$ cat src/rtl/seg7_pkg.sv
// seg7_pkg -- shared 7-segment definitions for the encoder and the scan decoder.
// Segment patterns are packed {a,b,c,d,e,f,g}, so segment a is bit 6 and g is bit 0.
// The alternate glyphs are listed here unconditionally. Whether the decoder accepts
// them is controlled by SEG7_ALT_GLYPH_EN inside seg7_glyph_decode.
`timescale 1ns/1ps

package seg7_pkg;

    typedef logic [6:0] seg_pattern_t;
    typedef logic [3:0] bcd_t;

    // Bit positions inside a segment pattern.
    localparam int SEG_A = 6;
    localparam int SEG_B = 5;
    localparam int SEG_C = 4;
    localparam int SEG_D = 3;
    localparam int SEG_E = 2;
    localparam int SEG_F = 1;
    localparam int SEG_G = 0;

    // Canonical glyphs, as produced by the encoder side.
    localparam seg_pattern_t GLYPH_0 = 7'h7E;
    localparam seg_pattern_t GLYPH_1 = 7'h30;
    localparam seg_pattern_t GLYPH_2 = 7'h6D;
    localparam seg_pattern_t GLYPH_3 = 7'h79;
    localparam seg_pattern_t GLYPH_4 = 7'h33;
    localparam seg_pattern_t GLYPH_5 = 7'h5B;
    localparam seg_pattern_t GLYPH_6 = 7'h5F;
    localparam seg_pattern_t GLYPH_7 = 7'h70;
    localparam seg_pattern_t GLYPH_8 = 7'h7F;
    localparam seg_pattern_t GLYPH_9 = 7'h7B;

    // Alternate glyphs used by some third-party display drivers.
    localparam seg_pattern_t GLYPH_6_ALT = 7'h1F;   // 6 without the top bar
    localparam seg_pattern_t GLYPH_9_ALT = 7'h73;   // 9 without the bottom bar
    localparam seg_pattern_t GLYPH_7_ALT = 7'h72;   // 7 with segment f lit

    // This nibble marks a digit whose pattern could not be decoded.
    localparam bcd_t BCD_INVALID = 4'hF;

    // Encoder-side helper: BCD digit to canonical glyph. Non-BCD values blank the digit.
    function automatic seg_pattern_t bcd_to_glyph(input bcd_t bcd);
        seg_pattern_t pat;
        case (bcd)
            4'd0:    pat = GLYPH_0;
            4'd1:    pat = GLYPH_1;
            4'd2:    pat = GLYPH_2;
            4'd3:    pat = GLYPH_3;
            4'd4:    pat = GLYPH_4;
            4'd5:    pat = GLYPH_5;
            4'd6:    pat = GLYPH_6;
            4'd7:    pat = GLYPH_7;
            4'd8:    pat = GLYPH_8;
            4'd9:    pat = GLYPH_9;
            default: pat = 7'h00;
        endcase
        return pat;
    endfunction

endpackage

$ cat src/rtl/seg7_glyph_decode.sv
// seg7_glyph_decode -- combinational 7-segment pattern to BCD digit decoder.
// Only exact matches are accepted. Any other pattern returns BCD_INVALID.
// Configuration macro: SEG7_ALT_GLYPH_EN. When it is defined, the tail-less 6,
// the tail-less 9 and the 7 with segment f also decode. When it is undefined,
// these three patterns return BCD_INVALID.
`timescale 1ns/1ps

module seg7_glyph_decode
    import seg7_pkg::*;
(
    input  logic [6:0] seg_i,
    output logic [3:0] bcd_o
);

    // Exact-match lookup of the lit-segment pattern.
    always_comb begin
        bcd_o = BCD_INVALID;
        case (seg_i)
            GLYPH_0: bcd_o = 4'd0;
            GLYPH_1: bcd_o = 4'd1;
            GLYPH_2: bcd_o = 4'd2;
            GLYPH_3: bcd_o = 4'd3;
            GLYPH_4: bcd_o = 4'd4;
            GLYPH_5: bcd_o = 4'd5;
            GLYPH_6: bcd_o = 4'd6;
            GLYPH_7: bcd_o = 4'd7;
            GLYPH_8: bcd_o = 4'd8;
            GLYPH_9: bcd_o = 4'd9;
`ifdef SEG7_ALT_GLYPH_EN
            GLYPH_6_ALT: bcd_o = 4'd6;
            GLYPH_9_ALT: bcd_o = 4'd9;
            GLYPH_7_ALT: bcd_o = 4'd7;
`else
            // The alternate glyphs are listed explicitly so they visibly decode
            // as invalid and are reported through frame_err.
            GLYPH_6_ALT, GLYPH_9_ALT, GLYPH_7_ALT: bcd_o = BCD_INVALID;
`endif
            default: bcd_o = BCD_INVALID;
        endcase
    end

endmodule

$ cat src/rtl/seg7_scan_decoder.sv
// seg7_scan_decoder -- recovers BCD digits from a time-multiplexed 7-segment bus.
// A digit is accepted once its {pattern, enable} has been stable for STABLE_CYCLES
// consecutive samples. This suppresses ghosting while the scan changes digits.
// Accepted digits collect in a shadow frame. The cycle after every digit has been
// captured, the shadow frame is published with a one-cycle frame_valid pulse.
// Configuration macro: SEG7_ALT_GLYPH_EN (applied inside seg7_glyph_decode).
`timescale 1ns/1ps

module seg7_scan_decoder
    import seg7_pkg::*;
#(
    parameter int NUM_DIGITS    = 4,
    parameter int STABLE_CYCLES = 3
) (
    input  logic                    clk,
    input  logic                    rst_n,
    input  logic [6:0]              seg_in,
    input  logic [NUM_DIGITS-1:0]   dig_en,
    output logic [4*NUM_DIGITS-1:0] bcd_out,
    output logic                    frame_valid,
    output logic                    frame_err,
    output logic                    mux_err
);

    localparam int CNT_W = 4;
    localparam logic [CNT_W-1:0]      STABLE_CNT = CNT_W'(STABLE_CYCLES);
    localparam logic [CNT_W-1:0]      CNT_ONE    = CNT_W'(1);
    localparam logic [NUM_DIGITS-1:0] EN_ONE     = NUM_DIGITS'(1);

    // Previous sample of the bus.
    logic [6:0]              prev_seg_q;
    logic [NUM_DIGITS-1:0]   prev_en_q;

    // Dwell tracking.
    logic [CNT_W-1:0]        cnt_q, cnt_d;
    logic                    done_q, done_d;

    // Frame assembly.
    logic [NUM_DIGITS-1:0]   mask_q, mask_d;
    logic [4*NUM_DIGITS-1:0] shadow_q, shadow_d;
    logic [NUM_DIGITS-1:0]   nib_bad;

    // Published outputs.
    logic [4*NUM_DIGITS-1:0] bcd_q, bcd_d;
    logic                    frame_valid_q, frame_valid_d;
    logic                    frame_err_q, frame_err_d;
    logic                    mux_err_q, mux_err_d;

    // Per-sample classification.
    logic                    en_any;
    logic                    en_onehot;
    logic                    en_multi;
    logic                    qualified;
    logic                    capture;
    logic                    publish;
    bcd_t                    dec_bcd;

    // Decode the live pattern. The result is only used on a capture cycle.
    seg7_glyph_decode u_glyph_decode (
        .seg_i (seg_in),
        .bcd_o (dec_bcd)
    );

    // Classify the current bus sample. A value is one-hot when it is non-zero
    // and clearing its lowest set bit leaves zero.
    always_comb begin
        en_any    = (dig_en != '0);
        en_onehot = en_any && ((dig_en & (dig_en - EN_ONE)) == '0);
        en_multi  = en_any && !en_onehot;
        qualified = en_onehot && (seg_in == prev_seg_q) && (dig_en == prev_en_q);
    end

    // Stability counter and the capture-once-per-dwell flag. A non-qualified
    // one-hot sample starts a new dwell with the counter at 1. With
    // STABLE_CYCLES=1, that first sample is already a capture.
    always_comb begin
        cnt_d = '0;
        if (qualified) begin
            if (cnt_q >= STABLE_CNT) begin
                cnt_d = STABLE_CNT;
            end else begin
                cnt_d = cnt_q + CNT_ONE;
            end
        end else if (en_onehot) begin
            cnt_d = CNT_ONE;
        end

        capture = en_onehot && (cnt_d == STABLE_CNT) && !(qualified && done_q);

        if (qualified) begin
            done_d = done_q | capture;
        end else begin
            done_d = capture;
        end
    end

    // A frame is published one cycle after the mask goes all-ones, so the
    // publish decision depends only on registered state.
    assign publish = &mask_q;

    // Per-digit shadow nibble, mask bit and invalid-nibble flag. A capture
    // coinciding with a publish lands after the snapshot, so its mask bit
    // survives into the next frame.
    generate
        for (genvar gi = 0; gi < NUM_DIGITS; gi++) begin : g_digit
            logic hit;
            assign hit                   = capture && dig_en[gi];
            assign shadow_d[4*gi +: 4]   = hit ? dec_bcd : shadow_q[4*gi +: 4];
            assign mask_d[gi]            = hit | (mask_q[gi] & ~publish);
            assign nib_bad[gi]           = (shadow_q[4*gi +: 4] == BCD_INVALID);
        end
    endgenerate

    // Output next-state logic. bcd_out and frame_err hold between publishes.
    always_comb begin
        bcd_d         = bcd_q;
        frame_err_d   = frame_err_q;
        frame_valid_d = publish;
        if (publish) begin
            bcd_d       = shadow_q;
            frame_err_d = |nib_bad;
        end
        mux_err_d = mux_err_q | en_multi;
    end

    // Bus sampling and dwell-tracking registers.
    always_ff @(posedge clk or negedge rst_n) begin
        if (!rst_n) begin
            prev_seg_q <= '0;
            prev_en_q  <= '0;
            cnt_q      <= '0;
            done_q     <= 1'b0;
        end else begin
            prev_seg_q <= seg_in;
            prev_en_q  <= dig_en;
            cnt_q      <= cnt_d;
            done_q     <= done_d;
        end
    end

    // Frame assembly registers. Reset discards any partial frame.
    always_ff @(posedge clk or negedge rst_n) begin
        if (!rst_n) begin
            mask_q   <= '0;
            shadow_q <= '0;
        end else begin
            mask_q   <= mask_d;
            shadow_q <= shadow_d;
        end
    end

    // Published frame and status registers.
    always_ff @(posedge clk or negedge rst_n) begin
        if (!rst_n) begin
            bcd_q         <= '0;
            frame_valid_q <= 1'b0;
            frame_err_q   <= 1'b0;
            mux_err_q     <= 1'b0;
        end else begin
            bcd_q         <= bcd_d;
            frame_valid_q <= frame_valid_d;
            frame_err_q   <= frame_err_d;
            mux_err_q     <= mux_err_d;
        end
    end

    assign bcd_out     = bcd_q;
    assign frame_valid = frame_valid_q;
    assign frame_err   = frame_err_q;
    assign mux_err     = mux_err_q;

endmodule

$ cat config.mk
export PLATFORM = sky130hd
export DESIGN_NAME = seg7_scan_decoder
export DESIGN_NICKNAME = d
export VERILOG_FILES = /design/src/rtl/seg7_pkg.sv /design/src/rtl/seg7_glyph_decode.sv /design/src/rtl/seg7_scan_decoder.sv
export SDC_FILE = /design/constraint.sdc
export NUM_CORES = 1
export LEC_CHECK = 0
export CORE_MARGIN = 8
export CORE_UTILIZATION = 46
export DETAILED_ROUTE_END_ITERATION = 8
export GPL_ROUTABILITY_DRIVEN = 0
export PLACE_DENSITY = 0.69
export SETUP_SLACK_MARGIN = 0.3
export SLEW_MARGIN = 25
export SYNTH_ARGS = -nofsm -noshare
export SYNTH_HDL_FRONTEND = slang
export SYNTH_HIERARCHICAL = 1
export SYNTH_SLANG_ARGS = --single-unit
$ cat constraint.sdc
create_clock -name clk -period 3.8 [get_ports clk]
set_input_delay 0.76 -clock clk [delete_from_list [all_inputs] [get_ports clk]]
set_output_delay 0.76 -clock clk [all_outputs]
set_load 0.1 [all_outputs]
==> reports/results.md <==
* finished, final reports clean — outcome
* 0 — Post-synth EDFFs
* 977 ps — Slew @ Worst Pin
* 471 ps — worst hold margin
* 7900 um — first-pass GRT wire length
* 4000 ps — required arrival time at the worst endpoint
* 310 ps — Clock Latency Late Sink
* sky130_fd_sc_hd__nand2_1 — dominant cell by count in the synthesized netlist
* 1,658 — via count of the first global-routing pass
* 7840 um^2 — floorplan die area
* no — RSZ-0062 raised after global routing
* 88.6 um — DIE HEIGHT
* 2810 ps — worst path arrival time
* 40 — maximum number of pins on one net before global-route repair
* 1190 ps — worst path setup slack after routing
* 13.0% — total routing usage reported by global routing
* 10 — highest net fanout along the worst path
* 2 — maximum clock path buffer count
* 95 — initial DRC count
* 68.7% — post-route clock period utilization
* 56.8% — sequential fraction of the synthesis area
* 0 — number of nets still failing antenna checks after routing
* 0 — count of final setup violators
* 19.1% — Area Overhead vs Synth
* 0 — max-slew violation count
* 0 — Maximum Capacitance Violations
* 5110 um^2 — area of the core
* 4620 um — final wirelength
* flop to flop — Tightest Hold Check Type
* 0 — hold violation count in the final report
* done — CTS tree
* 90 ps — clock edge transition at the registers on the reported setup and hold paths
* sky130_fd_sc_hd__clkbuf_8 — Clock Root Buffer
* 9.18 ps — setup skew after layout
* 88.6 um — Die Span X
* 2610 ps — shortest clock period the worst path allows after layout
* 47.4% — initial standard-cell utilization of the core
* 0 — final global-route overflow total
* 2 — deepest level of the CTS H-tree
* 0 ps — final sum of negative setup slack
* 31 — total of buffers placed on input and output ports
* 857 ps — DP Worst Slack
* 0.160 mV — Worst VDD drop
* 5 — clock buffer count from CTS
* 0 — hold buffer count at cts
* 0 — initial antenna violation count
* sky130_fd_sc_hd__dfrtp_1 — cell taking the most area after synthesis
* sky130_fd_sc_hd__dfrtp_1 — most used flip-flop cell after synthesis
* 34.7% — worst rel slew slack
* flop — CP endpoint kind
* 5.20 — average vias per placed instance
* 56.5% — final core utilization
* 47 — distinct cell type count after synthesis
* 26 — row count
* primary input — sort of element at the start of the critical path
* 358 nW/um^2 — power density relative to cell area
* 55 — clock net sink count
* 0 — remaining routing DRC violations
* sky130_fd_sc_hd__nand2_1 (58), sky130_fd_sc_hd__dfrtp_1 (55), sky130_fd_sc_hd__mux2_1 (11), sky130_fd_sc_hd__xnor2_1 (11), sky130_fd_sc_hd__nand4_1 (8) — most numerous cell types in the synthesized netlist
* 1.38 nW — static leakage
* 56.8% — area share of the largest cell type after synthesis
* 14.4 um — post-detailed-route wirelength per cell
* 11.2 um^2 — mean area per synthesized cell
* 0 — post-CTS setup-driven buffer insertion count
* 0 — quantity of gates resized following cts
* 4 — first-pass iteration count of the detailed router
* 6 — number of synthesis warnings
* 263 — Layout Nets
* 216 — synthesized netlist cell count
* 11.6% — layout cells sized above 1
* sky130_fd_sc_hd__dfrtp_1 (57%), sky130_fd_sc_hd__nand2_1 (9.0%), sky130_fd_sc_hd__mux2_1 (5.1%) — cells taking the most area after synthesis
* 55 — flip-flop and latch count after synthesis
* 2420 um^2 — post-synthesis instance area
* 0 — count of inserted antenna diode cells
* 32 — boundary pin count
* 100% — async set or reset register ratio after synthesis
* 3260 um — DPL Wire Length
* 1,665 — detailed-route via count
* primary input to flop — critical path start-end classification
* 383 MHz — Peak Freq
final timing paths:
path	start	endpoint	slack [ps]	cells past startpoint
max	seg_in[0]	shadow_q[1]	1190	6
min	mux_err	mux_err	470	1
max reg2reg	cnt_q[0]	shadow_q[1]	1570	5
min reg2reg	mux_err	mux_err	470	1
max in group asynchronous	rst_n	bcd_out[12]	2520	2
min in group asynchronous	rst_n	cnt_q[1]	550	1
power by group:
group	leakage (nW)	switching (mW)	internal, mW
combinational	0.598	0.0500	0.0331
sequential	0.731	0.00528	0.595
clock	0.0505	0.182	0.166
total	1.38	0.237	0.794
kinds of logic (layout without fill, tap and decap cells):
logic type,count (synthesis),in the layout,synth area share (%)
AOI/OAI and AO/OA,21,21,6.92
xor gates and xnor gates,13,13,4.70
adders and majority gates,1,1,0.516
buffers and inverters,13,46,3.00
DFF,55,55,56.8
muxes,17,17,7.85
other,1,2,0.155
and+or+nand+nor,95,95,20.0
flip-flops by register name (all words and copies together), names as in the netlist:
| register | flops |
|---|---|
| shadow_q | 16 |
| mask_q | 4 |
| frame_err | 1 |
| done_q | 1 |
| prev_seg_q | 7 |
| mux_err | 1 |
| bcd_out | 16 |
| prev_en_q | 4 |
| frame_valid | 1 |
| cnt_q | 4 |
metrics by stage:
step                std cells  cell area [um^2]  power, mW
floorplan                 217              2430      0.658
global placement          312              2780      0.694
detailed placement        312              2780      0.695
CTS                       320              2880       1.04
global route              320              2880       1.08
finish                    320              2880       1.03
routing by layer:
metal  share of wire (%)  vias up  track usage, %
met3                 5.1        8            2.23
li1                    -      801               -
met1                  47      818            17.2
met4                 1.8        0            5.53
met2                  46       38            20.4
met5                   0        -               0
worst max-delay path, stage by stage:
cell and delay, ps:
sky130_fd_sc_hd__clkdlybuf4s50_1 730, sky130_fd_sc_hd__xnor2_1 180, sky130_fd_sc_hd__nand4_1 200, sky130_fd_sc_hd__nor3_4 320
sky130_fd_sc_hd__nand4_2 250, sky130_fd_sc_hd__mux2_1 360
placed cells by master, fill, tap and decap left out, types with 5 or more instances in the layout:
master                             n
sky130_fd_sc_hd__clkbuf_8          7
sky130_fd_sc_hd__dfrtp_1          55
sky130_fd_sc_hd__clkdlybuf4s50_1  30
sky130_fd_sc_hd__xnor2_1          11
sky130_fd_sc_hd__nand2_1          58
sky130_fd_sc_hd__nor2_1            7
sky130_fd_sc_hd__nand4_1           8
sky130_fd_sc_hd__mux2_1           11
sky130_fd_sc_hd__a21oi_1           5
sky130_fd_sc_hd__mux2_2            5
layout make-up:
| type | instances | area, um^2 |
|---|---|---|
| clock buffer | 7 | 96.3 |
| clock inverter | 1 | 7.51 |
| fill | 469 | 2220 |
| inverter | 5 | 18.8 |
| multi-input combinational | 149 | 977 |
| sequential | 55 | 1380 |
| tap | 70 | 87.6 |
| timing repair buffer | 33 | 320 |
No activity file was read; power rests on OpenSTA's default activity.
